<file path="src/rtl/gemm_kernel_flow_ctrl_if.sv">
// Request, fence, response and status signals between the kernel-side CDC FIFOs, the gemm core and the flow controller.
// The master side drives requests and gemm status; the slave side is the flow controller.
interface gemm_kernel_flow_ctrl_if #(
    parameter int NUM_CH = 4,
    parameter int DATA_W = 64,
    parameter int CNT_W  = 8,
    parameter int RSP_W  = 257
);
    logic [NUM_CH-1:0]        ch_valid;
    logic [NUM_CH-1:0]        ch_ready;
    logic [NUM_CH*DATA_W-1:0] ch_data;
    logic [NUM_CH-1:0]        iss_en;
    logic [NUM_CH*DATA_W-1:0] iss_data;
    logic                     start_valid;
    logic                     start_ready;
    logic [NUM_CH*CNT_W-1:0]  start_cnt;
    logic                     start_out;
    logic                     gemm_busy;
    logic                     gemm_next_block;
    logic                     rsp_in_valid;
    logic [RSP_W-1:0]         rsp_in_data;
    logic                     rsp_valid;
    logic                     rsp_ready;
    logic [RSP_W-1:0]         rsp_data;
    logic                     rsp_almost_full;
    logic                     rsp_overflow;
    logic                     done_pulse;
    logic                     next_block_pulse;

    modport master (
        output ch_valid, ch_data, start_valid, start_cnt, gemm_busy, gemm_next_block,
               rsp_in_valid, rsp_in_data, rsp_ready,
        input  ch_ready, iss_en, iss_data, start_ready, start_out, rsp_valid, rsp_data,
               rsp_almost_full, rsp_overflow, done_pulse, next_block_pulse
    );

    modport slave (
        input  ch_valid, ch_data, start_valid, start_cnt, gemm_busy, gemm_next_block,
               rsp_in_valid, rsp_in_data, rsp_ready,
        output ch_ready, iss_en, iss_data, start_ready, start_out, rsp_valid, rsp_data,
               rsp_almost_full, rsp_overflow, done_pulse, next_block_pulse
    );
endinterface

</file>
<file path="src/rtl/gemm_kernel_flow_ctrl.sv">
// Kernel-side flow control: registered per-channel issue (latency 1), count-based start fence and FWFT response FIFO.
// Channels that finished their batch are held off until start fires; responses cannot be stalled and overflow is sticky.
module gemm_kernel_flow_ctrl #(
    parameter int NUM_CH    = 4,
    parameter int DATA_W    = 64,
    parameter int CNT_W     = 8,
    parameter int RSP_W     = 257,
    parameter int RSP_DEPTH = 16,
    parameter int AF_MARGIN = 4
) (
    input  logic                   kernel_clk,
    input  logic                   rst,
    gemm_kernel_flow_ctrl_if.slave bus
);
    localparam int AW = $clog2(RSP_DEPTH);
    localparam int OW = AW + 1;
    localparam logic [OW-1:0]    FULL_LVL = OW'(RSP_DEPTH);
    localparam logic [OW-1:0]    AF_LVL   = OW'(RSP_DEPTH - AF_MARGIN);
    localparam logic [CNT_W-1:0] CNT_MAX  = '1;

    typedef enum logic [1:0] {IDLE, WAIT_LOADS, WAIT_IDLE, FIRE} state_t;

    state_t                   state_q, state_d;
    logic [CNT_W-1:0]         issued_q [NUM_CH];
    logic [CNT_W-1:0]         issued_d [NUM_CH];
    logic [CNT_W-1:0]         carry    [NUM_CH];
    logic [CNT_W-1:0]         exp_q    [NUM_CH];
    logic [CNT_W-1:0]         exp_d    [NUM_CH];
    logic [NUM_CH-1:0]        ch_rdy, xfer, iss_en_q;
    logic [NUM_CH*DATA_W-1:0] iss_data_q, iss_data_d;
    logic                     all_met, start_rdy, start_out_q;

    // A channel is only held off while a batch is pending and its own quota is met.
    always_comb begin
        all_met = 1'b1;
        ch_rdy  = '0;
        xfer    = '0;
        for (int c = 0; c < NUM_CH; c++) begin
            ch_rdy[c] = !rst && !(state_q != IDLE && issued_q[c] >= exp_q[c]);
            xfer[c]   = bus.ch_valid[c] && ch_rdy[c];
            if (issued_q[c] < exp_q[c]) all_met = 1'b0;
        end
    end

    always_comb begin
        state_d   = state_q;
        exp_d     = exp_q;
        start_rdy = 1'b0;
        case (state_q)
            IDLE: begin
                start_rdy = !rst;
                if (bus.start_valid && start_rdy) begin
                    for (int c = 0; c < NUM_CH; c++) exp_d[c] = bus.start_cnt[c*CNT_W +: CNT_W];
                    state_d = WAIT_LOADS;
                end
            end
            WAIT_LOADS: if (all_met) state_d = WAIT_IDLE;
            WAIT_IDLE:  if (!bus.gemm_busy && iss_en_q == '0) state_d = FIRE;
            FIRE:       state_d = IDLE;
            default:    state_d = IDLE;
        endcase
    end

    // Loads beyond the batch quota carry over into the next batch.
    always_comb begin
        iss_data_d = iss_data_q;
        for (int c = 0; c < NUM_CH; c++) begin
            carry[c]    = (state_q == FIRE) ? issued_q[c] - exp_q[c] : issued_q[c];
            issued_d[c] = (xfer[c] && carry[c] != CNT_MAX) ? carry[c] + CNT_W'(1) : carry[c];
            if (xfer[c]) iss_data_d[c*DATA_W +: DATA_W] = bus.ch_data[c*DATA_W +: DATA_W];
        end
    end

    always_ff @(posedge kernel_clk) begin
        if (rst) begin
            state_q     <= IDLE;
            iss_en_q    <= '0;
            iss_data_q  <= '0;
            start_out_q <= 1'b0;
            for (int c = 0; c < NUM_CH; c++) begin
                issued_q[c] <= '0;
                exp_q[c]    <= '0;
            end
        end else begin
            state_q     <= state_d;
            iss_en_q    <= xfer;
            iss_data_q  <= iss_data_d;
            start_out_q <= (state_d == FIRE);
            for (int c = 0; c < NUM_CH; c++) begin
                issued_q[c] <= issued_d[c];
                exp_q[c]    <= exp_d[c];
            end
        end
    end

    logic [RSP_W-1:0] mem_q [RSP_DEPTH];
    logic [AW-1:0]    wr_ptr_q, rd_ptr_q;
    logic [OW-1:0]    occ_q, occ_d;
    logic             push, pop, full, af_q, ovf_q;

    assign full = (occ_q == FULL_LVL);
    assign pop  = (occ_q != '0) && bus.rsp_ready;
    // A pop in the same cycle frees the slot, so a full FIFO still accepts.
    assign push = bus.rsp_in_valid && (!full || pop);

    always_comb begin
        case ({push, pop})
            2'b10:   occ_d = occ_q + OW'(1);
            2'b01:   occ_d = occ_q - OW'(1);
            default: occ_d = occ_q;
        endcase
    end

    always_ff @(posedge kernel_clk) begin
        if (push) mem_q[wr_ptr_q] <= bus.rsp_in_data;
    end

    always_ff @(posedge kernel_clk) begin
        if (rst) begin
            wr_ptr_q <= '0;
            rd_ptr_q <= '0;
            occ_q    <= '0;
            af_q     <= 1'b0;
            ovf_q    <= 1'b0;
        end else begin
            if (push) wr_ptr_q <= wr_ptr_q + AW'(1);
            if (pop)  rd_ptr_q <= rd_ptr_q + AW'(1);
            occ_q <= occ_d;
            af_q  <= (occ_d >= AF_LVL);
            if (bus.rsp_in_valid && full && !pop) ovf_q <= 1'b1;
        end
    end

    logic busy_prev_q, nb_prev_q, done_q, nb_pulse_q;

    always_ff @(posedge kernel_clk) begin
        if (rst) begin
            busy_prev_q <= 1'b0;
            nb_prev_q   <= 1'b0;
            done_q      <= 1'b0;
            nb_pulse_q  <= 1'b0;
        end else begin
            busy_prev_q <= bus.gemm_busy;
            nb_prev_q   <= bus.gemm_next_block;
            done_q      <= busy_prev_q && !bus.gemm_busy;
            nb_pulse_q  <= !nb_prev_q && bus.gemm_next_block;
        end
    end

    assign bus.ch_ready         = ch_rdy;
    assign bus.iss_en           = iss_en_q;
    assign bus.iss_data         = iss_data_q;
    assign bus.start_ready      = start_rdy;
    assign bus.start_out        = start_out_q;
    assign bus.rsp_valid        = (occ_q != '0);
    assign bus.rsp_data         = mem_q[rd_ptr_q];
    assign bus.rsp_almost_full  = af_q;
    assign bus.rsp_overflow     = ovf_q;
    assign bus.done_pulse       = done_q;
    assign bus.next_block_pulse = nb_pulse_q;
endmodule

</file>
<file path="src/flat_wrapper.sv">
// flat-port wrapper written by rule: the top's interface ports become plain ports
module gemm_kernel_flow_ctrl_flat 
#(
    parameter int NUM_CH    = 4,
    parameter int DATA_W    = 64,
    parameter int CNT_W     = 8,
    parameter int RSP_W     = 257,
    parameter int RSP_DEPTH = 16,
    parameter int AF_MARGIN = 4
)
  (kernel_clk, rst, bus_ch_valid, bus_ch_data, bus_start_valid, bus_start_cnt, bus_gemm_busy, bus_gemm_next_block, bus_rsp_in_valid, bus_rsp_in_data, bus_rsp_ready, bus_ch_ready, bus_iss_en, bus_iss_data, bus_start_ready, bus_start_out, bus_rsp_valid, bus_rsp_data, bus_rsp_almost_full, bus_rsp_overflow, bus_done_pulse, bus_next_block_pulse);
  gemm_kernel_flow_ctrl_if #(.NUM_CH(NUM_CH), .DATA_W(DATA_W), .CNT_W(CNT_W), .RSP_W(RSP_W)) bus_i ();
  input  logic kernel_clk;
  input  logic rst;
  input wire logic [$bits(bus_i.ch_valid)-1:0] bus_ch_valid;
  input wire logic [$bits(bus_i.ch_data)-1:0] bus_ch_data;
  input wire logic [$bits(bus_i.start_valid)-1:0] bus_start_valid;
  input wire logic [$bits(bus_i.start_cnt)-1:0] bus_start_cnt;
  input wire logic [$bits(bus_i.gemm_busy)-1:0] bus_gemm_busy;
  input wire logic [$bits(bus_i.gemm_next_block)-1:0] bus_gemm_next_block;
  input wire logic [$bits(bus_i.rsp_in_valid)-1:0] bus_rsp_in_valid;
  input wire logic [$bits(bus_i.rsp_in_data)-1:0] bus_rsp_in_data;
  input wire logic [$bits(bus_i.rsp_ready)-1:0] bus_rsp_ready;
  output wire logic [$bits(bus_i.ch_ready)-1:0] bus_ch_ready;
  output wire logic [$bits(bus_i.iss_en)-1:0] bus_iss_en;
  output wire logic [$bits(bus_i.iss_data)-1:0] bus_iss_data;
  output wire logic [$bits(bus_i.start_ready)-1:0] bus_start_ready;
  output wire logic [$bits(bus_i.start_out)-1:0] bus_start_out;
  output wire logic [$bits(bus_i.rsp_valid)-1:0] bus_rsp_valid;
  output wire logic [$bits(bus_i.rsp_data)-1:0] bus_rsp_data;
  output wire logic [$bits(bus_i.rsp_almost_full)-1:0] bus_rsp_almost_full;
  output wire logic [$bits(bus_i.rsp_overflow)-1:0] bus_rsp_overflow;
  output wire logic [$bits(bus_i.done_pulse)-1:0] bus_done_pulse;
  output wire logic [$bits(bus_i.next_block_pulse)-1:0] bus_next_block_pulse;
  assign bus_i.ch_valid = bus_ch_valid;
  assign bus_i.ch_data = bus_ch_data;
  assign bus_i.start_valid = bus_start_valid;
  assign bus_i.start_cnt = bus_start_cnt;
  assign bus_i.gemm_busy = bus_gemm_busy;
  assign bus_i.gemm_next_block = bus_gemm_next_block;
  assign bus_i.rsp_in_valid = bus_rsp_in_valid;
  assign bus_i.rsp_in_data = bus_rsp_in_data;
  assign bus_i.rsp_ready = bus_rsp_ready;
  assign bus_ch_ready = bus_i.ch_ready;
  assign bus_iss_en = bus_i.iss_en;
  assign bus_iss_data = bus_i.iss_data;
  assign bus_start_ready = bus_i.start_ready;
  assign bus_start_out = bus_i.start_out;
  assign bus_rsp_valid = bus_i.rsp_valid;
  assign bus_rsp_data = bus_i.rsp_data;
  assign bus_rsp_almost_full = bus_i.rsp_almost_full;
  assign bus_rsp_overflow = bus_i.rsp_overflow;
  assign bus_done_pulse = bus_i.done_pulse;
  assign bus_next_block_pulse = bus_i.next_block_pulse;
  gemm_kernel_flow_ctrl #(.NUM_CH(NUM_CH), .DATA_W(DATA_W), .CNT_W(CNT_W), .RSP_W(RSP_W), .RSP_DEPTH(RSP_DEPTH), .AF_MARGIN(AF_MARGIN)) u_core (.kernel_clk(kernel_clk), .rst(rst), .bus(bus_i));
endmodule
</file>
<file path="config.mk">
export PLATFORM = sky130hd
export DESIGN_NAME = gemm_kernel_flow_ctrl_flat
export DESIGN_NICKNAME = d
export VERILOG_FILES = /design/src/rtl/gemm_kernel_flow_ctrl_if.sv /design/src/rtl/gemm_kernel_flow_ctrl.sv /design/src/flat_wrapper.sv
export SDC_FILE = /design/constraint.sdc
export NUM_CORES = 2
export LEC_CHECK = 0
export BUFFER_PORTS_ARGS = -buffer_cell sky130_fd_sc_hd__buf_2
export CAP_MARGIN = 20
export CORE_MARGIN = 10
export CORE_UTILIZATION = 56
export CTS_BUF_LIST = sky130_fd_sc_hd__clkbuf_2
export CTS_CLUSTER_DIAMETER = 60
export DETAILED_ROUTE_END_ITERATION = 7
export PLACE_DENSITY = 0.8
export SLEW_MARGIN = 5
export SYNTH_ARGS = -nofsm -noshare
export SYNTH_HDL_FRONTEND = slang
export SYNTH_MEMORY_MAX_BITS = 65536
export SYNTH_SLANG_ARGS = --single-unit
</file>
<file path="constraint.sdc">
create_clock -name kernel_clk -period 62.3 [get_ports kernel_clk]
set_input_delay 6.23 -clock kernel_clk [delete_from_list [all_inputs] [get_ports kernel_clk]]
set_output_delay 6.23 -clock kernel_clk [all_outputs]
set_load 0.01 [all_outputs]
</file>
==> results by group <==
Yosys
  – Top cells by count, synth: 4112 x edfxtp_1, 1265 x mux4_2, 598 x nand2_1
  – Post-synth EDFFs: about 4100
  – FFs w/ async S/R, synth: 0%
  – Post-Syn Area per Cell: 22.09 sq um
  – Synth top area cells: edfxtp_1 73%, mux4_2 17%, dfxtp_1 4.2%
  – Syn_nets: 8235
  – Synthesized instance count: roughly 7600
  – Post-Syn Area: 168600 sq um
  – Synthesis Warnings: 0
  – Top cell type's share of synthesized area: 73.22%
  – Distinct cells, synth: 81
  – Top-count cell post-synth: edfxtp_1
  – Post-synth top flop: edfxtp_1
  – Area leader, netlist: edfxtp_1
  – Yosys reg bits: 4462
  – Post-synthesis sequential area ratio: 77.37%

Die
  – Core box area: 299800 sq um
  – Num rows: 201
  – Die height: 568.8 um
  – Starting Density: 56.26%
  – I/O pin total: 1084
  – Die area: 323500 sq um
  – Die Wd: 568.8 um

Timing
  – Worst-Margin Slew: 1.124 ns
  – Slew Viols, Final: 0
  – WHS: 0.3684 ns
  – Skew final: between 0.2 and 0.25 ns
  – Final setup vio count: 0
  – Setup TNS: 0 ns
  – Final hold vios: 0
  – Period utilisation layout: 24.11%
  – Crit path time final: 15.02 ns
  – Worst rel slew slack: 25.04%
  – Max frequency: 66.58 MHz
  – RSZ-0062 raised after global routing: no

Global route
  – Largest net degree at the start of global routing: ~160
  – GRT Overall Usage: between 20% and 30%
  – Initial antenna violation count: 146
  – Overflow after GRT: 0
  – First-pass GRT wire length: 646.9 mm
  – Vias in the first global route: a little over 90000

Route
  – DRT Pass-1 Iters: 6
  – WL final: roughly 460 mm
  – Drc violations: 0
  – Via density per instance: a little over 6
  – Via count: 89220
  – DRT antenna net count: 0
  – WL/cell: about 32 um
  – Count of routing violations after the opening detailed-route iteration: 11130

Power
  – Combinational share of power: between 10% and 20%
  – Switching part of the total: between 20% and 30%
  – Leak pwr: 62.02 nW
  – Clock power share: 29.5%
  – Int Pwr: 0.004538 W
  – Share of power burned in registers: 53.9%
  – P per Cell Area: around 33 nW/um^2
  – NetSw: around 0.0017 W
  – VDD IR-drop max: 0.00002490 V

Outcome
  – Status: finished clean

Hold path
  – Hold path startpoint: u_core.nb_prev_q
  – Hold WC Path Type: flip-flop to flip-flop

Critical path
  – Arr. time, crit path: 8.79 ns
  – CP peak stage delay: around 0.79 ns
  – CP max FO: 46
  – Setup crit start kind: flip-flop
  – Critical path's slowest cell: buf_4
  – Most frequent CP cell: buf_4
  – Reg2reg setup slack: 56.77 ns
  – Critical path capture point type: primary output
  – Worst path cell trace: buf_4, buf_4, buf_4, buf_4, buf_4, buf_4, mux4_2, mux4_2, buf_2
  – CP required: about 56 ns
  – Worst Setup Path Type: flip-flop to primary output
  – Reg2reg start: u_core.occ_q[2]

Clocking
  – Clock sink count: 4462
  – Clk_lat worst skew: between 2 and 2.5 ns
  – Clk pin slew, worst setup/hold paths: 0.10 ns
  – Num CTS Buffers: 1132
  – CTS Hold Buffers Added: 0
  – CTS tree: built
  – PostCTS Resize Cnt: 0
  – H-tree lvl count: 7
  – Longest Clk Path Bufs: 5
  – # Post-CTS Setup Buffers: 0
  – Root Buffer: clkbuf_2

Cells and area
  – Layout cells sized above 1: roughly two fifths
  – Final core occ: 62.83%
  – Area added between synthesis and finish: 11.69%
  – Final net count: 10190
  – Post-Layout Cell Count: approximately 14000
  – Post-route design area: 188400 sq um

Placement
  – Post-Place Cells: approximately 12000
  – Port Buffer Count: 1083
  – Area post-placement: ~180000 sq um
  – DP HPWL: 263.8 mm
  – Gpl congestion: between 0.9 and 1

Run
  – Total of max-cap violations: 0
==> final cells by class <==
type	count	area, sq um
multi-input combinational	2704	36400
sequential	4462	130500
tap	3958	4952
fill	19980	111400
clock inverter	256	1306
antenna	79	197.7
inverter	60	231.5
timing repair buffer	1231	6877
clock buffer	1577	7893
==> worst max-delay path: cells and delay by family (launching register included) <==
kind	cells	cell delay, ns
buf+inv	7	4.55
mux	2	1.13
flops	1	0.74
==> registers in the layout, summed over array words and instances (netlist names), 2 cells and up, named ones only <==
name and count:
u_core.bus.iss_data 256, u_core.bus.iss_en 4, u_core.exp_q 32, u_core.issued_q 32, u_core.mem_q 4112, u_core.occ_q 5
u_core.rd_ptr_q 4, u_core.state_q 2, u_core.wr_ptr_q 4
==> cell usage in the layout, fill, tap and decap left out, types with 17 or more instances in the layout <==
cell / Yosys / final
o21ai_0: 32 / 32
buf_4: 6 / 123
inv_2: 1 / 31
a21oi_1: 312 / 312
clkinv_1: 2 / 186
edfxtp_1: 4112 / 4112
clkbuf_2: 0 / 1577
nand2_1: 598 / 596
a211oi_1: 32 / 32
nor2b_1: 35 / 35
buf_2: 89 / 1082
inv_1: 55 / 54
clkinv_2: 1 / 28
diode_2: 0 / 79
ha_1: 42 / 42
mux4_2: 1265 / 1265
buf_12: 0 / 22
mux2i_1: 34 / 34
o31ai_1: 30 / 30
nor2_1: 67 / 55
dfxtp_1: 350 / 346
xor2_1: 17 / 17
nand3_1: 23 / 23
nor3_1: 21 / 17
==> cells by family after synthesis <==
logic type,synth area share (%)
adders and majority gates,0.3591
buffers and inverters,1.127
DFF,77.37
xor gates and xnor gates,0.1246
and+or+nand+nor,2.140
muxes,17.12
AOI/OAI and AO/OA,1.753
==> routing by layer <==
layer  part of all wire, %  global-route usage, %
met1                    33                  32.47
met2                    50                  44.72
met3                    10                  9.106
met4                   6.8                  18.00
met5                  0.13                      0
==> stage by stage <==
stage	setup slack, ns	power (W)
finish	47.28	0.006263
global route	46.19	0.006524
CTS	46.14	0.006302
detailed placement	47.40	0.004486
global placement	47.45	0.004456
floorplan	36.97	0.004142
==> path summary, 6_finish.rpt <==
kind	cells past startpoint	endpoint
max	9	bus_rsp_data[166]
min	1	u_core.bus.next_block_pulse
max reg2reg	10	u_core.mem_q[10][195]
min reg2reg	1	u_core.bus.next_block_pulse
==> power by group through the flow <==
stage                     Combinational, W  Clock, W  Sequential, W
final                              0.00104   0.00184        0.00338
after global routing               0.00110   0.00204        0.00338
after CTS                          0.00105   0.00188        0.00337
after detailed placement           0.00104         0        0.00344
after global placement             0.00102         0        0.00344
after floorplan                   0.000670         0        0.00347
Note: power is estimated with default switching activity, not from simulation.
